--- config.mk ---
export PLATFORM = sky130hd
export DESIGN_NAME = mem_dump
export DESIGN_NICKNAME = d
export VERILOG_FILES = /design/src/rtl/mem_dump.sv
export SDC_FILE = /design/constraint.sdc
export NUM_CORES = 1
export LEC_CHECK = 0
export BUFFER_PORTS_ARGS = -buffer_cell sky130_fd_sc_hd__buf_2
export CAP_MARGIN = 20
export CORE_ASPECT_RATIO = 0.75
export CORE_MARGIN = 4
export CORE_UTILIZATION = 45
export DETAILED_ROUTE_END_ITERATION = 6
export MAX_ROUTING_LAYER = met4
export PLACE_DENSITY = 0.73
export SYNTH_ARGS = -nofsm -noshare
export SYNTH_HDL_FRONTEND = slang
export SYNTH_SLANG_ARGS = --single-unit
--- constraint.sdc ---
create_clock -name mem_dump_clk_i -period 4.2 [get_ports mem_dump_clk_i]
set_clock_uncertainty 0.2 [all_clocks]
set_input_delay 1.05 -clock mem_dump_clk_i [delete_from_list [all_inputs] [get_ports mem_dump_clk_i]]
set_output_delay 1.05 -clock mem_dump_clk_i [all_outputs]
set_load 0.03 [all_outputs]
--- src/rtl/mem_dump.sv ---
// mem_dump: SRAM readback engine. On a start request it reads a contiguous
// window of SRAM words (1-cycle read latency) and pushes each word into a
// downstream FIFO, stalling while the FIFO reports full, then pulses a
// completion flag for one cycle.
//
// Ports:
//   mem_dump_clk_i     clock, rising edge
//   mem_dump_rst_i     synchronous active-low reset
//   dump_start_i       start request, sampled only while idle
//   dump_base_addr_i   first SRAM word address, latched on start
//   dump_count_i       number of words (0..2^ADDRESS_WIDTH), latched on start
//   sram_data_i        SRAM read data
//   fifo_full_i        downstream FIFO full flag
//   sram_address_o     SRAM word address (always the current read pointer)
//   sram_cs_o          SRAM chip select (read issue cycle only)
//   sram_we_o          SRAM write enable, tied low
//   fifo_writeflag_o   FIFO write strobe
//   fifo_writedata_o   FIFO write data
//   busy_o             high while a dump is in progress
//   flag_readfinish_o  one-cycle completion pulse
//   words_sent_o       words accepted by the FIFO in the current/last dump
module mem_dump #(
  parameter int unsigned DATA_WIDTH    = 32,
  parameter int unsigned ADDRESS_WIDTH = 13
) (
  input  logic                     mem_dump_clk_i,
  input  logic                     mem_dump_rst_i,
  input  logic                     dump_start_i,
  input  logic [ADDRESS_WIDTH-1:0] dump_base_addr_i,
  input  logic [ADDRESS_WIDTH:0]   dump_count_i,
  input  logic [DATA_WIDTH-1:0]    sram_data_i,
  input  logic                     fifo_full_i,
  output logic [ADDRESS_WIDTH-1:0] sram_address_o,
  output logic                     sram_cs_o,
  output logic                     sram_we_o,
  output logic                     fifo_writeflag_o,
  output logic [DATA_WIDTH-1:0]    fifo_writedata_o,
  output logic                     busy_o,
  output logic                     flag_readfinish_o,
  output logic [ADDRESS_WIDTH:0]   words_sent_o
);

  typedef enum logic [2:0] {
    IDLE,
    ISSUE,
    DATA,
    PUSH,
    FINISH
  } state_t;

  localparam logic [ADDRESS_WIDTH:0] CNT_ONE = {{ADDRESS_WIDTH{1'b0}}, 1'b1};

  state_t                   state_q, state_d;
  logic [ADDRESS_WIDTH-1:0] addr_q;
  logic [ADDRESS_WIDTH:0]   remaining_q;
  logic [ADDRESS_WIDTH:0]   words_sent_q;
  logic [DATA_WIDTH-1:0]    wdata_q;

  always_comb begin
    state_d = state_q;
    unique case (state_q)
      IDLE: begin
        if (dump_start_i) begin
          state_d = (dump_count_i == '0) ? FINISH : ISSUE;
        end
      end
      ISSUE:  state_d = DATA;
      DATA:   state_d = PUSH;
      PUSH: begin
        if (!fifo_full_i) begin
          state_d = (remaining_q == CNT_ONE) ? FINISH : ISSUE;
        end
      end
      FINISH: state_d = IDLE;
      default: state_d = IDLE;
    endcase
  end

  always_ff @(posedge mem_dump_clk_i) begin
    if (!mem_dump_rst_i) begin
      state_q      <= IDLE;
      addr_q       <= '0;
      remaining_q  <= '0;
      words_sent_q <= '0;
      wdata_q      <= '0;
    end else begin
      state_q <= state_d;
      case (state_q)
        IDLE: begin
          if (dump_start_i) begin
            addr_q       <= dump_base_addr_i;
            remaining_q  <= dump_count_i;
            words_sent_q <= '0;
          end
        end
        DATA: wdata_q <= sram_data_i;
        PUSH: begin
          if (!fifo_full_i) begin
            addr_q       <= addr_q + 1'b1;
            remaining_q  <= remaining_q - 1'b1;
            words_sent_q <= words_sent_q + 1'b1;
          end
        end
        default: ;
      endcase
    end
  end

  // Strobes are gated by the reset input itself so that a reset cycle never
  // touches the SRAM or the FIFO, even before the state register clears.
  assign sram_cs_o         = mem_dump_rst_i && (state_q == ISSUE);
  assign fifo_writeflag_o  = mem_dump_rst_i && (state_q == PUSH) && !fifo_full_i;
  assign sram_we_o         = 1'b0;
  assign sram_address_o    = addr_q;
  assign fifo_writedata_o  = wdata_q;
  assign busy_o            = (state_q != IDLE);
  assign flag_readfinish_o = (state_q == FINISH);
  assign words_sent_o      = words_sent_q;

endmodule

Yosys cells after proc, flatten, opt, wreduce, memory -nomap -nowiden
Cells that the tools add are included.
- $add $sub $neg: 3
- eq/ne operators: 7
- muxes and demuxes: 14
- reductions and logical operators: 10
- operator list (cell ; number):
    $mux 14 ; 4
    $pmux 14 s2 ; 2
    $mux 13 ; 2
    $pmux 13 s2 ; 1
    $add 14x1->14 const B ; 1
    $eq 14x1->1 const B ; 1
    $logic_not 14->1 ; 1
    $sub 14x1->14 const B ; 1
    $add 13x1->13 const B ; 1
    $mux 3 ; 4
    $pmux 3 s4 ; 1
    $eq 3x2->1 const B ; 2
    $ne 2x2->1 const B ; 2
    $eq 3x1->1 const B ; 1
    $eq 3x3->1 const B ; 1
    $logic_and 1x1->1 ; 3
    $logic_not 3->1 ; 1
    $reduce_and 3->1 ; 1
    $reduce_bool 3->1 ; 1
    $reduce_and 2->1 ; 1
    $reduce_bool 2->1 ; 1
    $logic_not 1->1 ; 1
- register bits: 76
- input bits: 63
- output and inout port bits: 64

Depth between registers and ports, before layout
Gate-level depths: netlist (run 1).
- word-level depth: 4
- depth in mapped cells: 7

Least setup slack after synthesis (run 1)
Ideal clock, no wire load.
- path kind: in2out
- start: input mem_dump_rst_i
- end: output sram_cs_o
- arrival time: 2.304 ns
- required time: 2.950 ns
- setup slack: 0.646 ns
- cell stages on the path: 3
- path through: inv_1 -> clkbuf_1 -> nor4b_1
- longest elaborated chain between the ends: 1
- RTL lines (item ; line ; text):
    from (decl) ; 27 ; input logic mem_dump_rst_i,
    $logic_and 1x1->1 ; 111 ; assign sram_cs_o = mem_dump_rst_i && (state_q == ISSUE);
    to (decl) ; 34 ; output logic sram_cs_o,
Every way passes these cells.

Worst setup path in the final report (run 1)
- start: input mem_dump_rst_i
- end: output fifo_writeflag_o
- longest elaborated chain between the ends: 2
- RTL lines (item ; line ; text):
    $logic_and 1x1->1 (2 in series) ; 112 ; assign fifo_writeflag_o = mem_dump_rst_i && (state_q == PUSH) && !fifo_full_i;
    to (decl) ; 36 ; output logic fifo_writeflag_o,
Every way passes these cells.

==> results.md, run 1 <==
* Share of layout cells above drive strength 1 at 0.2653
* Synthesized net count at 543
* Critical Path RT at 2.95 ns
* Count of different cell masters after synthesis at 70
* Final worst-path cycle share at 0.8602
* RSZ-0062 raised after global routing: no
* Ys async rst share at 0
* Ys Warns at 0
* Setup_tns at 0 ns
* CP endpoint kind: output port
* Cells along the critical path: buf_2, nand4b_1, or2_1, inv_1, buf_2
* DPL Wire Length at 7.700 mm
* Max Cap Violations at 0
* Global Route Usage Sum at 0.2209
* Share of the synthesized area in the top cell type at 0.4043
* Overall routed net length at about 11 mm
* Routed len/inst at 15.57 µm
* Port bufs at 125
* Ports at around 130
* Synthesized area at 0.003764 mm²
* Reg2Reg Launch Point: state_q[1]
* Seq pwr share at 0.453
* Initial Util at 0.4691
* Final hold vios at 0
* Most used DFF post-synth: dfxtp_1
* Top cells by count, synth: nand2_1, dfxtp_1, a21oi_1, nor2_1, clkbuf_1
* CP Launch Type: input pin
* Grt ovf at 0
* Top sig layer: met4
* Power per Cell Area at roughly 400 mW/mm²
* GP Congestion at about 0.94
* Maximum clock rate at 0.2768 GHz
* Worst Hold Path EP: fifo_writedata_o[27]
* Number of global-route vias before repair at 3,651
* Core area at 0.008023 mm²
* Sequential fraction of the synthesis area at 0.4043
* CTS buffer count at 9
* Clock root buffer: clkbuf_8
* R2r endpoint: sram_address_o[8]
* Number of synthesized flops with an enable pin at 0
* Clock transition at the registers of the reported paths at 0.08 ns
* WL met3 at 777 µm
* Dpl cell area at ~0.0044 mm²
* Post-route ant nets at 0
* Crit path kind: in -> out
* Initial antenna violation count at 0
* Row count at 28
* HP Class: reg -> reg
* CTS max path bufs at 2
* Slew @ Worst Pin at just under 0.9 ns
* Sw Share at 0.3425
* First-pass GRT wire length at 17.21 mm
* Synth area leaders: dfxtp_1, nand2_1, a21oi_1, nor2_1, o21ai_0
* Crit-path most repeated cell: buf_2
* Leak Pwr at around 2.0 nW
* Met1 WL at roughly 4.8 mm
* Synth Register Bits at 76
* Worst-Skew Late Latency at ~0.35 ns
* Area Overhead vs Synth at 22.87%
* Crit path arrival time at about 2.4 ns
* R2R setup slack at 1.50 ns
* Post-route cell area at approximately 0.0046 mm²
* R2r worst-path depth at 5
* Crit-path max FO at 21
* Switch Pwr at 0.0006390 W
* Cells after synthesis at approximately 480
* Die Ht at about 87 µm
* Setup Viol. Count Final at 0
* Setup bufs post-CTS at 0
* Max-slew headroom at 0.4119
* Via count at just under 4k
* NumNets Final at 650
* Initial DRC count at roughly 400
* Tot Pwr at approximately 0.0019 W
* Largest net degree at the start of global routing at between 40 and 50
* Mean area per synthesized cell at between 7 and 8 µm²
* Slew Limit Fails at 0
* Combinational power share at 0.242
* Fill cell total of the finished layout at around 770
* Resize count post-CTS at 0
* Slowest-stage cell, CP: or2_1
* Pint at ~0.0012 W
* First-pass iteration count of the detailed router at 5
* Max VDD drop at 0.2094 mV
* Status: completed
* Tmin final at approximately 3.6 ns
* DRC at 0
* Max incr delay on CP at between 0.4 and 0.5 ns
* ANT cells at 0
* Post-CTS Hold Buffers at 0
* Die footprint at just under 0.01 mm²
* DIE WIDTH at 113.6 µm
* H-tree Lvls at 3
* Cell with the most instances after synthesis: nand2_1
* Yosys top cell by area: dfxtp_1
* TritonCTS clock tree: done
* WL met2 at slightly above 5 mm
* Routed via count divided by cell count at ~5.7
* Hold depth at 2
* CTS sink cnt at 76
* Worst Hold Launch: fifo_writedata_o[27]
* Clock power share at 0.305
[layout make-up]
type / count / area, µm² / area share
clock buffer: 11 / 141.4 / 0.03057
clock inverter: 5 / 60.06 / 0.01299
inverter: 7 / 26.28 / 0.005682
multi-input combinational: 359 / 2053 / 0.4440
sequential: 76 / 1521 / 0.3290
tap: 105 / 131.4 / 0.02841
timing repair buffer: 130 / 690.7 / 0.1494
[routing by layer]
layer,track usage,up-vias
met1,0.2750,1819
met2,0.3415,146
li1,-,1936
met4,0.09389,0
met3,0.05694,17
met5,-,-
[cell usage in the layout, fill, tap and decap left out, types with 8 or more instances in the layout]
master	count
buf_2	125
nand2_1	93
dfxtp_1	76
a21oi_1	60
nor2_1	28
o21ai_0	21
nand3_1	15
nor4_1	10
clkbuf_8	10
nand4_1	8
[worst max-delay path by stage]
| stage | startpoint | end |
|---|---|---|
| floorplan | mem_dump_rst_i | sram_cs_o |
| global placement | mem_dump_rst_i | fifo_writeflag_o |
| detailed placement | mem_dump_rst_i | fifo_writeflag_o |
| CTS | mem_dump_rst_i | fifo_writeflag_o |
| global route | mem_dump_rst_i | fifo_writeflag_o |
| finish | mem_dump_rst_i | fifo_writeflag_o |
[cell families after synthesis]
logic type,count (synthesis),share of synthesized area
compound gates,140,0.2374
fa+ha+maj,4,0.01330
buf+inv,41,0.05020
simple gates,208,0.2796
other cells,1,0.0009964
mux,1,0.002660
flops,76,0.4043
xor+xnor,5,0.01164
[power by group through the flow]
stage               sequential [W]  clock, W  combinational [W]
CTS                       0.000843  0.000587           0.000439
global route              0.000854  0.000615           0.000497
global placement          0.000855         0           0.000429
detailed placement        0.000859         0           0.000438
finish                    0.000845  0.000569           0.000451
floorplan                 0.000913         0           0.000254
[flip-flops by register name (all words and copies together) (netlist names)]
register and count:
fifo_writedata_o 32, remaining_q 14, words_sent_o 14, sram_address_o 13, state_q 3
[critical path, delay by kind of cell]
kind	cells	cell delay, ns
AND/OR/NAND/NOR	2	0.61
buffers and inverters	3	0.70
[per-stage QoR]
step	std cells	util	worst slack [ns]	hold WS (ns)
2_1_floorplan	476	-	0.6463	0.2589
3_3_place_gp	675	0.5460	0.6339	0.2381
3_5_place_dp	675	0.5460	0.6030	0.2441
4_1_cts	691	0.5711	0.5937	0.2556
5_1_grt	693	0.5764	0.4716	0.2731
6_report	693	0.5764	0.5872	0.2542
Power figures use the tool's default switching activity.
==> run 2: changes to the inputs <==
--- a/config.mk
+++ b/config.mk
@@ -7,12 +7,14 @@
 export LEC_CHECK = 0
 export BUFFER_PORTS_ARGS = -buffer_cell sky130_fd_sc_hd__buf_2
 export CAP_MARGIN = 20
+export CELL_PAD_IN_SITES_DETAIL_PLACEMENT = 1
+export CELL_PAD_IN_SITES_GLOBAL_PLACEMENT = 2
 export CORE_ASPECT_RATIO = 0.75
 export CORE_MARGIN = 4
-export CORE_UTILIZATION = 45
+export CORE_UTILIZATION = 30
 export DETAILED_ROUTE_END_ITERATION = 6
 export MAX_ROUTING_LAYER = met4
-export PLACE_DENSITY = 0.73
+export PLACE_DENSITY_LB_ADDON = 0.1
 export SYNTH_ARGS = -nofsm -noshare
 export SYNTH_HDL_FRONTEND = slang
 export SYNTH_SLANG_ARGS = --single-unit
==> run 2 against run 1 <==
Net effect: via count increased by 0.64%; sequential power about the same; register-to-register slack improved by 0.16 ns; total power increased by 9.4%; clock power increased by 27%; wire length increased by 22%; cell area increased by 4.1%; combinational power increased by 4.9%; count of clock-buffer cells in the layout decreased by 1; critical path depth unchanged; sequential cell count unchanged; critical endpoint is now sram_cs_o; largest cell class unchanged; largest power group unchanged.
==> results.md, run 2 (same netlist as run 1, synthesis figures left out) <==
* Crit path arrival time at 2.01 ns
* Overall routed net length at 13.19 mm
* Slowest-stage cell, CP: nor4b_1
* Ports at 127
* Reg2Reg Launch Point: state_q[1]
* Final worst-path cycle share at 0.7755
* Core area at roughly 0.012 mm²
* Resize count post-CTS at 0
* DPL Wire Length at 9.667 mm
* ANT cells at 0
* R2R setup slack at approximately 1.7 ns
* TritonCTS clock tree: done
* Slew Limit Fails at 0
* CTS sink cnt at 76
* Routed via count divided by cell count at between 5 and 6
* Cells along the critical path: buf_2, buf_4, inv_1, nor4b_1, buf_2
* Max Cap Violations at 0
* R2r worst-path depth at 5
* Power per Cell Area at 424.1 mW/mm²
* Status: completed
* DRC at 0
* Maximum clock rate at ~0.31 GHz
* Crit path kind: in -> out
* First-pass GRT wire length at 21.14 mm
* Non-Filler Instances at about 760
* CP top delay family: buffers and inverters
* Port bufs at ~130
* Setup Viol. Count Final at 0
* Final hold vios at 0
* Setup_tns at 0 ns
* Grt ovf at 0
* Dpl cell area at around 0.0045 mm²
* Leak Pwr at ~2.0 nW
* Post-CTS Hold Buffers at 0
* Max incr delay on CP at between 0.2 and 0.3 ns
* End of the critical path: sram_cs_o
* Tmin final at about 3.3 ns
* Via count at roughly 3.9k
* Post-route ant nets at 0
* Setup bufs post-CTS at 0
* Area of the multi-input gates at roughly 0.002 mm²
* Commonest non-fill, non-tap cell in the layout: buf_2
* CP Launch Type: input pin
* CP startpoint: mem_dump_rst_i
* Area Overhead vs Synth at 27.86%
* Initial Util at 0.3069
* Slew @ Worst Pin at slightly above 0.9 ns
* Clock transition at the registers of the reported paths at roughly 0.06 ns
* Fin Hold WS at ~0.25 ns
* WP depth at 5
* First-pass iteration count of the detailed router at 4
* Largest net degree at the start of global routing at 47
* Fill cell total of the finished layout at 1,529
* Worst slack, placed at roughly 0.92 ns
* Register area at about 0.0015 mm²
* Die Ht at 105 µm
* CP bufs+invs at 4
* Critical Path RT at a little under 3 ns
* NumNets Final at about 650
* Final worst slack at roughly 0.94 ns
* GP Congestion at approximately 0.81
* DIE WIDTH at between 100 and 150 µm
* Initial antenna violation count at 0
* H-tree Lvls at 3
* Most frequent cells in the layout: buf_2, nand2_1, dfxtp_1
* RSZ-0062 raised after global routing: no
* Clock root buffer: clkbuf_16
* HP Class: reg -> reg
* R2r endpoint: remaining_q[10]
* Routed len/inst at between 15 and 20 µm
* Die footprint at between 0.01 and 0.015 mm²
* Max-slew headroom at 0.3857
* Global Route Usage Sum at 0.1898
* Crit-path most repeated cell: buf_2
* Number of global-route vias before repair at between 3k and 4k
* Post-route cell area at between 0.004 and 0.005 mm²
* Worst-Skew Late Latency at 0.34 ns
* CTS max path bufs at 2
* Share of layout cells above drive strength 1 at 0.2703
* Max reg flops at 32
* Crit-path max FO at 20
* CTS buffer count at 9
* Placed Instances at ~740
* Initial DRC count at around 170
* Row count at 35
* CP endpoint kind: output port
* Max VDD drop at around 0.18 mV
## run 2: changes by cell type in the layout (fill, tap and decap cells not counted), sizes merged
cell	change
buf	+4
clkinvlp	+2
bufinv	-1
clkbuf	-1
clkinv	+1
inv	-1
## run 2: metrics by stage
stage | utilization | power (W)
final | 0.3924 | 0.002041
after global placement | 0.3659 | 0.001313
after global routing | 0.3924 | 0.002157
after detailed placement | 0.3682 | 0.001331
after CTS | 0.3902 | 0.002061
after floorplan | - | 0.001167
## run 2: layout make-up
class                   instances  share of cell area
clock buffers                  10             0.04758
clock inverters                 6            0.008580
inverters                       7            0.005460
multi-input cells             359              0.4267
flip-flops and latches         76              0.3162
well taps                     166             0.04316
repair buffers                134              0.1524
## run 2: how the worst min path moves through the flow
stage,to,cells past startpoint,from
3_5_place_dp,fifo_writedata_o[3],2,fifo_writedata_o[3]
2_1_floorplan,remaining_q[1],2,remaining_q[1]
6_report,fifo_writedata_o[3],2,fifo_writedata_o[3]
3_3_place_gp,fifo_writedata_o[26],2,fifo_writedata_o[26]
5_1_grt,fifo_writedata_o[12],2,fifo_writedata_o[12]
4_1_cts,fifo_writedata_o[3],2,fifo_writedata_o[3]
## run 2: report_power, final
part           leakage, nW  switching, W  internal, W
Combinational         1.30      0.000309     0.000164
Sequential           0.619     0.0000699     0.000778
Clock                0.124      0.000321     0.000399
## run 2: metal layers
metal | global-route usage | part of all wire | wire length, µm | up-vias
met5 | - | 0 | 0 | -
li1 | - | - | - | 1941
met4 | 0.04487 | 0.0096 | 126 | 0
met3 | 0.04042 | 0.051 | 674 | 12
met1 | 0.2546 | 0.49 | 6426 | 1899
met2 | 0.2929 | 0.45 | 5956 | 91
## run 2: worst register-to-register path, cell delays in order, from the launching register on
cell	delay, ns
dfxtp_1	0.69
nor4b_2	0.11
buf_4	0.21
nor2_2	0.71
o21ai_1	0.19
a221o_1	0.31
